--- config.mk ---
export PLATFORM = sky130hd
export DESIGN_NAME = dmem_arbiter
export DESIGN_NICKNAME = d
export VERILOG_FILES = /design/src/rtl/dmem_arb_pkg.sv /design/src/rtl/rr_arb2.sv /design/src/rtl/dmem_arbiter.sv
export SDC_FILE = /design/constraint.sdc
export NUM_CORES = 1
export LEC_CHECK = 0
export ABC_AREA = 1
export BUFFER_PORTS_ARGS = -buffer_cell sky130_fd_sc_hd__buf_2
export CAP_MARGIN = 10
export CORE_AREA = 2 2 233 235
export CTS_BUF_LIST = sky130_fd_sc_hd__clkbuf_8
export DETAILED_ROUTE_END_ITERATION = 7
export DIE_AREA = 0 0 235 237
export SLEW_MARGIN = 25
export SYNTH_ARGS = -nofsm -noshare
export SYNTH_HDL_FRONTEND = slang
export SYNTH_SLANG_ARGS = --single-unit
--- constraint.sdc ---
create_clock -name clk -period 1.67 [get_ports clk]
set_input_delay 0.2505 -clock clk [delete_from_list [all_inputs] [get_ports clk]]
set_output_delay 0.2505 -clock clk [all_outputs]
set_load 0.01 [all_outputs]
--- src/rtl/dmem_arb_pkg.sv ---
// Shared types and constants for the two-port data-memory arbiter.
// Imported by rr_arb2 and dmem_arbiter.
package dmem_arb_pkg;

  typedef enum logic {
    IDLE = 1'b0,
    WAIT = 1'b1
  } state_t;

  typedef enum logic {
    PORT_A = 1'b0,
    PORT_B = 1'b1
  } port_sel_t;

  localparam logic [3:0] XFER_DW = 4'b1000;
  localparam int LAT_MAX = 7;
  localparam int CNT_W = 3;

endpackage

--- src/rtl/rr_arb2.sv ---
// Two-way round-robin pick: on a contest the port that did
// not win last time gets the grant.
module rr_arb2
  import dmem_arb_pkg::*;
(
  input  logic [1:0] req,
  input  port_sel_t  last,
  output port_sel_t  sel
);

  always_comb begin
    sel = PORT_A;
    unique case (1'b1)
      (req == 2'b11): sel = (last == PORT_A) ? PORT_B : PORT_A;
      (req == 2'b10): sel = PORT_B;
      default:        sel = PORT_A;
    endcase
  end

endmodule

--- src/rtl/dmem_arbiter.sv ---
// Two-port datamem arbiter, one access outstanding, fixed read latency.
// Optional per-port wait counters with DMEM_ARB_PERF_EN.
module dmem_arbiter
  import dmem_arb_pkg::*;
#(
  parameter int ADDR_W = 64,
  parameter int DATA_W = 64,
  parameter int LAT    = 2
) (
  input  logic              clk,
  input  logic              reset,
  input  logic              a_req,
  input  logic              a_we,
  input  logic [ADDR_W-1:0] a_addr,
  input  logic [DATA_W-1:0] a_wdata,
  input  logic [3:0]        a_size,
  input  logic              b_req,
  input  logic              b_we,
  input  logic [ADDR_W-1:0] b_addr,
  input  logic [DATA_W-1:0] b_wdata,
  input  logic [3:0]        b_size,
  output logic              a_gnt,
  output logic              b_gnt,
  output logic              a_rvalid,
  output logic [DATA_W-1:0] a_rdata,
  output logic              b_rvalid,
  output logic [DATA_W-1:0] b_rdata,
  output logic [ADDR_W-1:0] m_addr,
  output logic [DATA_W-1:0] m_wdata,
  output logic [3:0]        m_size,
  output logic              m_we,
  output logic              m_re,
  input  logic [DATA_W-1:0] m_rdata,
  output logic              busy
`ifdef DMEM_ARB_PERF_EN
  ,
  output logic [31:0]       a_wait_cnt,
  output logic [31:0]       b_wait_cnt
`endif
);

  state_t           state_q, state_d;
  logic [CNT_W-1:0] cnt_q, cnt_d;
  port_sel_t        last_q, last_d;
  port_sel_t        owner_q, owner_d;
  port_sel_t        sel;

  logic gnt;
  logic g_we;
  logic done;

  rr_arb2 u_rr (
    .req  ({b_req, a_req}),
    .last (last_q),
    .sel  (sel)
  );

  // Gating with reset keeps every output quiet while reset is held
  assign gnt  = reset && (state_q == IDLE) && (a_req || b_req);
  assign g_we = (sel == PORT_B) ? b_we : a_we;
  assign done = reset && (state_q == WAIT) && (cnt_q == '0);

  always_ff @(posedge clk or negedge reset) begin
    if (!reset) begin
      state_q <= IDLE;
      cnt_q   <= '0;
      last_q  <= PORT_B;
      owner_q <= PORT_A;
    end else begin
      state_q <= state_d;
      cnt_q   <= cnt_d;
      last_q  <= last_d;
      owner_q <= owner_d;
    end
  end

  always_comb begin
    state_d = state_q;
    cnt_d   = cnt_q;
    last_d  = last_q;
    owner_d = owner_q;
    unique case (state_q)
      IDLE: begin
        if (gnt) begin
          last_d = sel;
          if (!g_we) begin
            state_d = WAIT;
            cnt_d   = CNT_W'(LAT - 1);
            owner_d = sel;
          end
        end
      end
      WAIT: begin
        if (cnt_q == '0) state_d = IDLE;
        else             cnt_d   = cnt_q - 1'b1;
      end
      default: state_d = IDLE;
    endcase
  end

  always_comb begin
    a_gnt    = 1'b0;
    b_gnt    = 1'b0;
    a_rvalid = 1'b0;
    b_rvalid = 1'b0;
    a_rdata  = '0;
    b_rdata  = '0;
    m_addr   = '0;
    m_wdata  = '0;
    m_size   = '0;
    m_we     = 1'b0;
    m_re     = 1'b0;
    busy     = (state_q == WAIT);
    if (gnt) begin
      a_gnt   = (sel == PORT_A);
      b_gnt   = (sel == PORT_B);
      m_addr  = (sel == PORT_B) ? b_addr  : a_addr;
      m_wdata = (sel == PORT_B) ? b_wdata : a_wdata;
      m_size  = (sel == PORT_B) ? b_size  : a_size;
      m_we    = g_we;
      m_re    = !g_we;
    end
    if (done) begin
      a_rvalid = (owner_q == PORT_A);
      b_rvalid = (owner_q == PORT_B);
      a_rdata  = (owner_q == PORT_A) ? m_rdata : '0;
      b_rdata  = (owner_q == PORT_B) ? m_rdata : '0;
    end
  end

`ifdef DMEM_ARB_PERF_EN
  logic [31:0] a_wait_q, b_wait_q;

  always_ff @(posedge clk or negedge reset) begin
    if (!reset) begin
      a_wait_q <= '0;
      b_wait_q <= '0;
    end else begin
      if (a_req && !a_gnt && (a_wait_q != '1)) a_wait_q <= a_wait_q + 1'b1;
      if (b_req && !b_gnt && (b_wait_q != '1)) b_wait_q <= b_wait_q + 1'b1;
    end
  end

  assign a_wait_cnt = a_wait_q;
  assign b_wait_cnt = b_wait_q;
`endif

endmodule

==> flow_summary.json, run 1 <==
{
  "synth_top_area_frac": 0.549,
  "min_period_over_period": 1.31,
  "drt_iter0_drc": 506,
  "firstDrtPassIters": 5,
  "cts_sinks": 6,
  "yosysTopAreaCell": "nand2_1",
  "final_common_cell": "buf_2",
  "drive_gt1_frac": 0.609,
  "dieArea_sq_um": 55700,
  "tightest_slew_ns": 0.424,
  "holdBufCountCts": 0,
  "clockRootBuffer": "clkbuf_8",
  "worstPathRequired_ns": 1.42,
  "synth_top_family_by_area": "simple AND/OR/NAND/NOR gates",
  "grt_overflow_total": 0,
  "cts_buffers": 3,
  "syn_inst": 678,
  "hold_violations": 5,
  "io_buffer_count": 600,
  "rsz0062_at_grt": "true",
  "grt_pass1_wl_um": 38500,
  "leakage_nw": 5.50,
  "relSlewSlack": 0.717,
  "hold-worst-slack_ns": -0.0130,
  "gp_congestion": 0.904,
  "synthXorXnorAreaFrac": 0,
  "dr_total_vias": 6813,
  "synth.distinct_cells": 18,
  "synth-simple-area-share": 0.747,
  "synthAdderAreaFrac": 0.00891,
  "holdCritPathClass": "in2async",
  "avgSynthCellArea_sq_um": 4.14,
  "yosysSeqAreaShare": 0.0539,
  "syn2layout_area_growth_pct": 206,
  "setup_ws_ns": -0.523,
  "clock_path_buffers": 2,
  "worstSetupPathType": "reg2out",
  "power.total_mw": 4.82,
  "violations": "hold timing, setup timing",
  "final_cell_mix": "buf_2, nand2_1, nor2_1",
  "drc": 0,
  "ios": 601,
  "grt_use_total": 0.0951,
  "clock_skew_ns": 0.00105,
  "die_w_um": 235,
  "final_util": 0.161,
  "status": "finished with violations",
  "cts_tree": "done",
  "path_clk_slew_ns": 0.04,
  "cp-start-kind": "register",
  "synth.top_cells.by_area": "nand2_1, nor2_1, inv_1",
  "fp.dieH_um": 237,
  "num_rows": 85,
  "synth_compound_area_frac": 0.00357,
  "period_needed_ns": 2.19,
  "h-tree-depth": 1,
  "grt_pass1_vias": 5979,
  "antenna_left": 0,
  "wl_um": 32000,
  "ir_worst_vdd_v": 0.000242,
  "clk_latency_ns": 0.23,
  "floorplan.initialDensity": 0.0527,
  "slew_violations": 0,
  "crit_path_max_fanout": 8,
  "routedWlPerCell_um": 15.7,
  "crit_arrival_ns": 1.94,
  "muxShareOfSynthArea": 0,
  "power_density_nw_per_um2": 560,
  "synth_nets": 1014,
  "max_freq_mhz": 456,
  "ys_ff_latch": 6,
  "grt_start_max_net_pins": 31,
  "cp-end-kind": "output pin",
  "core_area_sq_um": 53300,
  "nets": 1672,
  "netlist_area_sq_um": 2810,
  "synth_warnings": 0,
  "setup_violations": 271,
  "maxCapViolCount": 0,
  "routed_via_density": 3.35,
  "antenna_found_initial": 12,
  "dp_hpwl_um": 25300
}
[cell families (layout without fill, tap and decap cells)]
family	after synthesis	in the layout
adder cells (fa/ha/maj)	2	2
AO/OA/AOI/OAI	2	2
other	0	3
AND/OR/NAND/NOR	552	552
buffers and inverters	116	773
flip-flops	6	6
[through the flow]
stage | std cells | cell area [sq um] | setup slack, ns | setup TNS [ns] | hold slack [ns]
3_5_place_dp | 1991 | 6950 | -0.223 | -23.23 | 0.234
2_1_floorplan | 678 | 2820 | -0.0255 | -1.53 | -0.0451
4_1_cts | 2012 | 7470 | -0.408 | -86.40 | 0.00202
5_1_grt | 2032 | 8590 | -0.571 | -122.33 | 0.0102
6_report | 2034 | 8600 | -0.523 | -98.64 | -0.0130
3_3_place_gp | 1991 | 6950 | -0.228 | -22.70 | 0.235
[cell usage after synthesis, drive strengths merged]
| library cell | number |
|---|---|
| inv | 75 |
| buf | 29 |
| o21ai | 1 |
| a21oi | 1 |
| nor2 | 132 |
| ha | 2 |
| nand3 | 6 |
| nand4 | 1 |
| or2 | 2 |
| clkbuf | 12 |
| nand2 | 411 |
| dfrtp | 5 |
| dfstp | 1 |
[flip-flops by register name, summed over array words and instances, names as in the netlist]
name and count:
last_q 1, busy 1, cnt_q 3, owner_q 1
[worst max-delay path, cell delays in order, from the launching register on]
cell	delay (ns)
dfrtp_1	0.38
inv_1	0.07
ha_2	0.20
ha_4	0.14
buf_6	0.09
nand4_1	0.11
buf_6	0.17
clkbuf_16	0.17
buf_6	0.13
nor2_1	0.11
buf_2	0.15
[layer usage]
| layer | up-vias | GRT usage | part of all wire |
|---|---|---|---|
| met1 | 2971 | 0.107 | 0.36 |
| li1 | 3261 | - | - |
| met5 | - | 0 | 0.0013 |
| met3 | 76 | 0.0284 | 0.096 |
| met4 | 6 | 0.0407 | 0.061 |
| met2 | 499 | 0.166 | 0.49 |
[power breakdown]
group	switching (mW)	leakage, nW	internal (mW)
clock network	0.0714	0.0269	0.159
logic	2.29	5.40	2.03
registers	0.0446	0.0725	0.226
total	2.40	5.50	2.42
[what timing repair did]
| item | CTS | global route |
|---|---|---|
| cloned | 4 | 15 |
| endpoints found under the setup margin | 266 | 271 |
| pin swaps | 7 | 19 |
| gates resized for setup | 85 | 200 |
| setup buffers | 13 | 5 |
[worst paths after layout]
path	start	to	slack, ns	cells past startpoint
setup / recovery	cnt_q[1]	b_rdata[17]	-0.52	10
setup reg to reg	last_q	cnt_q[0]	-0.15	14
min in group clk	last_q	last_q	0.47	2
max in group asynchronous	reset	last_q	1.48	2
hold reg to reg	last_q	last_q	0.47	2
hold / removal	reset	cnt_q[0]	-0.01	2
[layout make-up]
class,count,area (sq um)
Fill cell,6172,44700
Timing Repair Buffer,694,4620
Multi-Input combinational cell,556,2610
Tap cell,696,871
Inverter,75,294
Sequential cell,6,151
Clock buffer,3,41.3
Antenna cell,3,7.51
Clock inverter,1,3.75
Note: power is estimated with default switching activity, not from simulation.
==> inputs of run 2 (changes only) <==
--- a/config.mk
+++ b/config.mk
@@ -8,10 +8,13 @@
 export ABC_AREA = 1
 export BUFFER_PORTS_ARGS = -buffer_cell sky130_fd_sc_hd__buf_2
 export CAP_MARGIN = 10
-export CORE_AREA = 2 2 233 235
-export CTS_BUF_LIST = sky130_fd_sc_hd__clkbuf_8
+export CELL_PAD_IN_SITES_DETAIL_PLACEMENT = 0
+export CELL_PAD_IN_SITES_GLOBAL_PLACEMENT = 2
+export CORE_AREA = 2 2 235 237
+export CTS_BUF_LIST = sky130_fd_sc_hd__clkbuf_4 sky130_fd_sc_hd__clkbuf_8 sky130_fd_sc_hd__clkbuf_16
 export DETAILED_ROUTE_END_ITERATION = 7
-export DIE_AREA = 0 0 235 237
+export DIE_AREA = 0 0 237 239
+export PLACE_DENSITY_LB_ADDON = 0.1
 export SLEW_MARGIN = 25
 export SYNTH_ARGS = -nofsm -noshare
 export SYNTH_HDL_FRONTEND = slang
==> run 2 against run 1 <==
Effect of this change: the flow finishes with violations (setup timing); worst setup slack improved by 0.14 ns; clock skew rose by 0.0023 ns; die area rose by 1.7%; count of clock-buffer cells in the layout rose by 1; fmax rose by 7.1%; power rose by 8.6%; combinational power rose by 4.9%; worst hold slack improved by 0.11 ns; global-route usage rose by 0.96 points; critical path type unchanged; largest cell class unchanged; largest power group unchanged.
==> flow_summary.json, run 2 (same netlist as run 1, synthesis figures left out) <==
{
  "grt_start_max_net_pins": 30,
  "p_comb_frac": 0.866,
  "cp-end-kind": "output pin",
  "reg2regPathDepth": 8,
  "dr_total_vias": 6282,
  "cts_buffers": 3,
  "firstDrtPassIters": 4,
  "maxCapViolCount": 0,
  "ios": 601,
  "cp-start-kind": "register",
  "grt_pass1_wl_um": 43100,
  "floorplan.initialDensity": 0.0517,
  "slowest_stage": "dfstp_2",
  "dp_hpwl_um": 26800,
  "power.total_mw": 5.23,
  "min_period_over_period": 1.23,
  "crit_top_cell": "nand2_1",
  "rsz0062_at_grt": "true",
  "routed_via_density": 3.12,
  "timing.rr.start": "cnt_q[0]",
  "hold-worst-slack_ns": 0.0944,
  "status": "finished with violations",
  "setup_ws_ns": -0.378,
  "slew_violations": 0,
  "r2r_setup_slack_ns": 0.18,
  "timing.rr.end": "cnt_q[2]",
  "clock_path_buffers": 2,
  "crit_path_max_fanout": 5,
  "place_area_sq_um": 6900,
  "num_rows": 86,
  "setup_violations": 265,
  "period_needed_ns": 2.05,
  "antenna_left": 0,
  "worstPathRequired_ns": 1.42,
  "gp_congestion": 0.758,
  "cp_cell_sequence": "nand2_2 > nand2_4 > inv_4 > buf_4 > nand2_8 > inv_12 > buf_12 > clkbuf_16 > nand2_1 > nand2_1 > buf_2",
  "grt_use_total": 0.105,
  "nets": 1645,
  "regMostFlops": "cnt_q",
  "clockRootBuffer": "clkbuf_16",
  "syn2layout_area_growth_pct": 214,
  "drt_iter0_drc": 149,
  "swShare": 0.477,
  "hold_violations": 0,
  "h-tree-depth": 1,
  "power_density_nw_per_um2": 593,
  "drive_gt1_frac": 0.620,
  "cp-endpoint": "m_addr[7]",
  "grt_overflow_total": 0,
  "cts_tree": "done",
  "routedWlPerCell_um": 16.8,
  "cts_sinks": 6,
  "seqPwrFrac": 0.053,
  "largest_reg_flops": 3,
  "startpoint": "last_q",
  "leakage_nw": 5.54,
  "final_cell_mix": "buf_2, nand2_1, buf_6",
  "nFillCells": 6351,
  "p_clk_frac": 0.081,
  "final_common_cell": "buf_2",
  "final_area_sq_um": 8820,
  "holdCritPathClass": "in2async",
  "cpPeakStageDelay_ns": 0.53,
  "worstSetupPathType": "reg2out",
  "io_buffer_count": 600,
  "max_freq_mhz": 488,
  "crit_arrival_ns": 1.80,
  "antenna_found_initial": 7,
  "ir_worst_vdd_v": 0.000228,
  "relSlewSlack": 0.832,
  "clock_skew_ns": 0.00335,
  "die_w_um": 237,
  "clk_latency_ns": 0.23,
  "tightest_slew_ns": 0.251,
  "fp.dieH_um": 239,
  "dieArea_sq_um": 56600,
  "core_area_sq_um": 54300,
  "p_int_mw": 2.74,
  "path_clk_slew_ns": 0.03,
  "drc": 0,
  "wl_um": 33800,
  "grt_pass1_vias": 5991,
  "violations": "setup timing",
  "p_switching_mw": 2.50
}
run 2: cell types whose count changed in the layout (fill, tap and decap cells not counted), sizes merged:
cell         delta
dlygate4sd3     +1
inv             +1
diode           -1
clkbuf          -4
buf            -25
run 2: how the worst min path moves through the flow:
stage                        end  cells after the start  slack (ns)  startpoint
after CTS                 last_q                      2        0.09       reset
after floorplan             busy                      0       -0.05       reset
after global routing      last_q                      2        0.12       reset
after detailed placement    busy                      2        0.19       reset
after global placement      busy                      2        0.19       reset
final                     last_q                      2        0.09       reset
run 2: worst max-delay path: cells and delay by family, from the launching register on:
family	cells	cell delay (ns)
buffers and inverters	6	0.66
DFF	1	0.53
and+or+nand+nor	5	0.36
run 2: power groups by stage:
stage	combinational [mW]	clock, mW	sequential (mW)
floorplan	1.47	0	0.277
global placement	3.38	0	0.270
detailed placement	3.31	0	0.271
CTS	4.22	0.432	0.279
global route	4.95	0.441	0.290
finish	4.53	0.426	0.277
run 2: through the flow:
step                      TNS (ns)  utilization  cells  setup WS (ns)
after floorplan              -1.53            -    678        -0.0255
after global placement      -24.71        0.127   1976         -0.257
after detailed placement    -23.20        0.127   1976         -0.263
after CTS                   -88.55        0.149   2000         -0.393
after global routing       -104.78        0.162   2014         -0.455
final                       -82.60        0.162   2014         -0.378
run 2: repair_timing:
item | CTS | global route
gates cloned | 11 | 11
endpoints found under the setup margin | 264 | 266
endpoints found under the hold margin | 5 | 0
gates resized for setup | 197 | 145
buffers inserted | 8 | 3
hold buffers | 1 | 0
pin swaps | 14 | 12
run 2: layer usage:
| layer | vias up | part of all wire | global-route usage |
|---|---|---|---|
| li1 | 3210 | - | - |
| met1 | 2734 | 0.34 | 0.102 |
| met2 | 305 | 0.57 | 0.218 |
| met3 | 23 | 0.075 | 0.0311 |
| met4 | 10 | 0.012 | 0.0142 |
| met5 | - | 0.0018 | 0 |
run 2: layout make-up:
type	instances	area, sq um	share of cell area
well taps	704	881	0.0999
multi-input cells	556	2720	0.308
repair inverters	2	20.0	0.00227
clock buffers	4	82.6	0.00936
diodes	2	5.00	0.000567
flip-flops and latches	6	151	0.0172
inverters	75	309	0.0350
repair buffers	665	4650	0.528
==> inputs of run 3 (changes only) <==
==> constraint.sdc (replaced) <==
create_clock -name clk -period 1.9 [get_ports clk]
set_input_delay 0.285 -clock clk [delete_from_list [all_inputs] [get_ports clk]]
set_output_delay 0.285 -clock clk [all_outputs]
set_load 0.01 [all_outputs]
==> run 3 against run 2 <==
Effect of this change: the run still ends with setup timing left; count of clock-buffer cells in the layout unchanged; sequential cell count unchanged; wire length down 2.7%; power down 11%; first-iteration DRC count down 29%; cell count up 0.40%; die area unchanged; largest cell class unchanged.
==> flow_summary.json, run 3 (same netlist as run 1, synthesis figures left out) <==
{
  "status": "finished with violations",
  "violations": "setup timing",
  "clockRootBuffer": "clkbuf_16",
  "antenna_left": 0,
  "slew_violations": 0,
  "final_util": 0.165,
  "crit_path_max_fanout": 7,
  "critPathTopFamily": "buffers and inverters",
  "final_common_cell": "buf_2",
  "swShare": 0.465,
  "routed_via_density": 3.06,
  "p_switching_mw": 2.16,
  "largest_reg_flops": 3,
  "die_w_um": 237,
  "maxCapViolCount": 0,
  "h-tree-depth": 1,
  "reg2regPathDepth": 9,
  "wl_um": 32900,
  "hold-worst-slack_ns": 0.0185,
  "grt_pass1_vias": 6020,
  "nFillCells": 6445,
  "grt_overflow_total": 0,
  "cpPeakStageDelay_ns": 0.37,
  "cts_sinks": 6,
  "final_cell_mix": "buf_2, nand2_1, buf_6",
  "worstSetupPathType": "reg2out",
  "slowest_stage": "dfrtp_1",
  "drive_gt1_frac": 0.654,
  "pre_cts_slack_ns": -0.0187,
  "max_freq_mhz": 482,
  "dp.cells": 1978,
  "firstDrtPassIters": 4,
  "dr_total_vias": 6189,
  "setup_violations": 259,
  "p_comb_frac": 0.869,
  "rsz0062_at_grt": "true",
  "routedWlPerCell_um": 16.3,
  "clock_skew_ns": 0.00279,
  "r2r_setup_slack_ns": 0.52,
  "cp_num_buf_inv": 4,
  "p_int_mw": 2.48,
  "timing.rr.start": "last_q",
  "gp_congestion": 0.749,
  "stdcell_count": 2022,
  "setup_ws_ns": -0.173,
  "dieArea_sq_um": 56600,
  "drt_iter0_drc": 106,
  "path_clk_slew_ns": 0.04,
  "core_area_sq_um": 54300,
  "period_needed_ns": 2.07,
  "timing.rr.end": "cnt_q[0]",
  "fp.dieH_um": 239,
  "nets": 1653,
  "holdCritPathClass": "in2async",
  "grt_use_total": 0.101,
  "crit_arrival_ns": 1.79,
  "clk_latency_ns": 0.23,
  "num_rows": 86,
  "clock_path_buffers": 2,
  "min_period_over_period": 1.09,
  "floorplan.initialDensity": 0.0517,
  "cts_tree": "done",
  "io_buffer_count": 600,
  "ir_worst_vdd_v": 0.000305,
  "cts_buffers": 3,
  "syn2layout_area_growth_pct": 219,
  "regMostFlops": "cnt_q",
  "p_clk_frac": 0.079,
  "cp_cell_sequence": "inv_1 > ha_2 > ha_4 > nand3_2 > nor2_4 > inv_4 > bufbuf_16 > nor2_1 > buf_2",
  "hold_violations": 0,
  "antenna_found_initial": 7,
  "relSlewSlack": 0.866,
  "seqPwrFrac": 0.052,
  "ios": 601,
  "leakage_nw": 5.68,
  "worstPathRequired_ns": 1.62,
  "grt_start_max_net_pins": 50,
  "cp-end-kind": "output pin",
  "dp_hpwl_um": 26100,
  "grt_pass1_wl_um": 42200,
  "cp-start-kind": "register",
  "drc": 0,
  "tightest_slew_ns": 0.200,
  "power_density_nw_per_um2": 518
}
run 3: changes by cell type in the layout (fill, tap and decap cells not counted), moves of 6 or more:
cell / previous run / this run
nand2_1: 341 / 299
nand2_2: 45 / 75
nand2_4: 23 / 37
buf_4: 28 / 36
nor2_4: 20 / 12
nor2_2: 40 / 47
buf_12: 17 / 23
buf_2: 511 / 517
run 3: power groups by stage:
stage	combinational, mW	clock, mW	sequential [mW]
2_1_floorplan	1.29	0	0.242
3_3_place_gp	2.99	0	0.237
3_5_place_dp	2.91	0	0.236
4_1_cts	3.60	0.373	0.239
5_1_grt	4.41	0.386	0.251
6_report	4.03	0.366	0.240
run 3: worst max path at each step:
| stage | from | endpoint | slack [ns] | depth (start not counted) |
|---|---|---|---|---|
| 2_1_floorplan | cnt_q[0] | a_rdata[10] | 0.09 | 8 |
| 3_3_place_gp | last_q | m_wdata[6] | -0.01 | 8 |
| 3_5_place_dp | last_q | m_wdata[6] | -0.02 | 8 |
| 4_1_cts | last_q | m_wdata[49] | -0.19 | 10 |
| 5_1_grt | busy | m_wdata[48] | -0.24 | 11 |
| 6_report | cnt_q[0] | a_rdata[7] | -0.17 | 9 |
run 3: metal layers:
metal / track usage / wire length (um)
met2: 0.217 / 19400
met1: 0.0984 / 11000
met4: 0.00614 / 71
met5: 0 / 41
met3: 0.0273 / 2430
run 3: through the flow:
step / setup TNS, ns / total power, mW / area (sq um)
after floorplan: 0 / 1.53 / 2810
after global placement: -0.0121 / 3.22 / 6950
after detailed placement: -0.0312 / 3.15 / 6950
after CTS: -28.91 / 4.22 / 7900
after global routing: -46.62 / 5.04 / 8960
final: -22.96 / 4.64 / 8960
run 3: area by class of cell:
class / count / area [sq um] / share of cell area
repair buffers: 675 / 4730 / 0.528
inverters: 75 / 289 / 0.0323
flip-flops and latches: 6 / 151 / 0.0169
multi-input cells: 556 / 2820 / 0.314
well taps: 704 / 881 / 0.0983
clock buffers: 4 / 82.6 / 0.00922
diodes: 2 / 5.00 / 0.000559
run 3: timing repair:
| action | 4_1_cts | 5_1_grt |
|---|---|---|
| gates cloned | 8 | 9 |
| endpoints found under the hold margin | 0 | 0 |
| endpoints found under the setup margin | 247 | 263 |
| pin swaps | 9 | 32 |
| hold buffers | 0 | 0 |
| setup buffers | 12 | 10 |
| resized for setup | 136 | 222 |
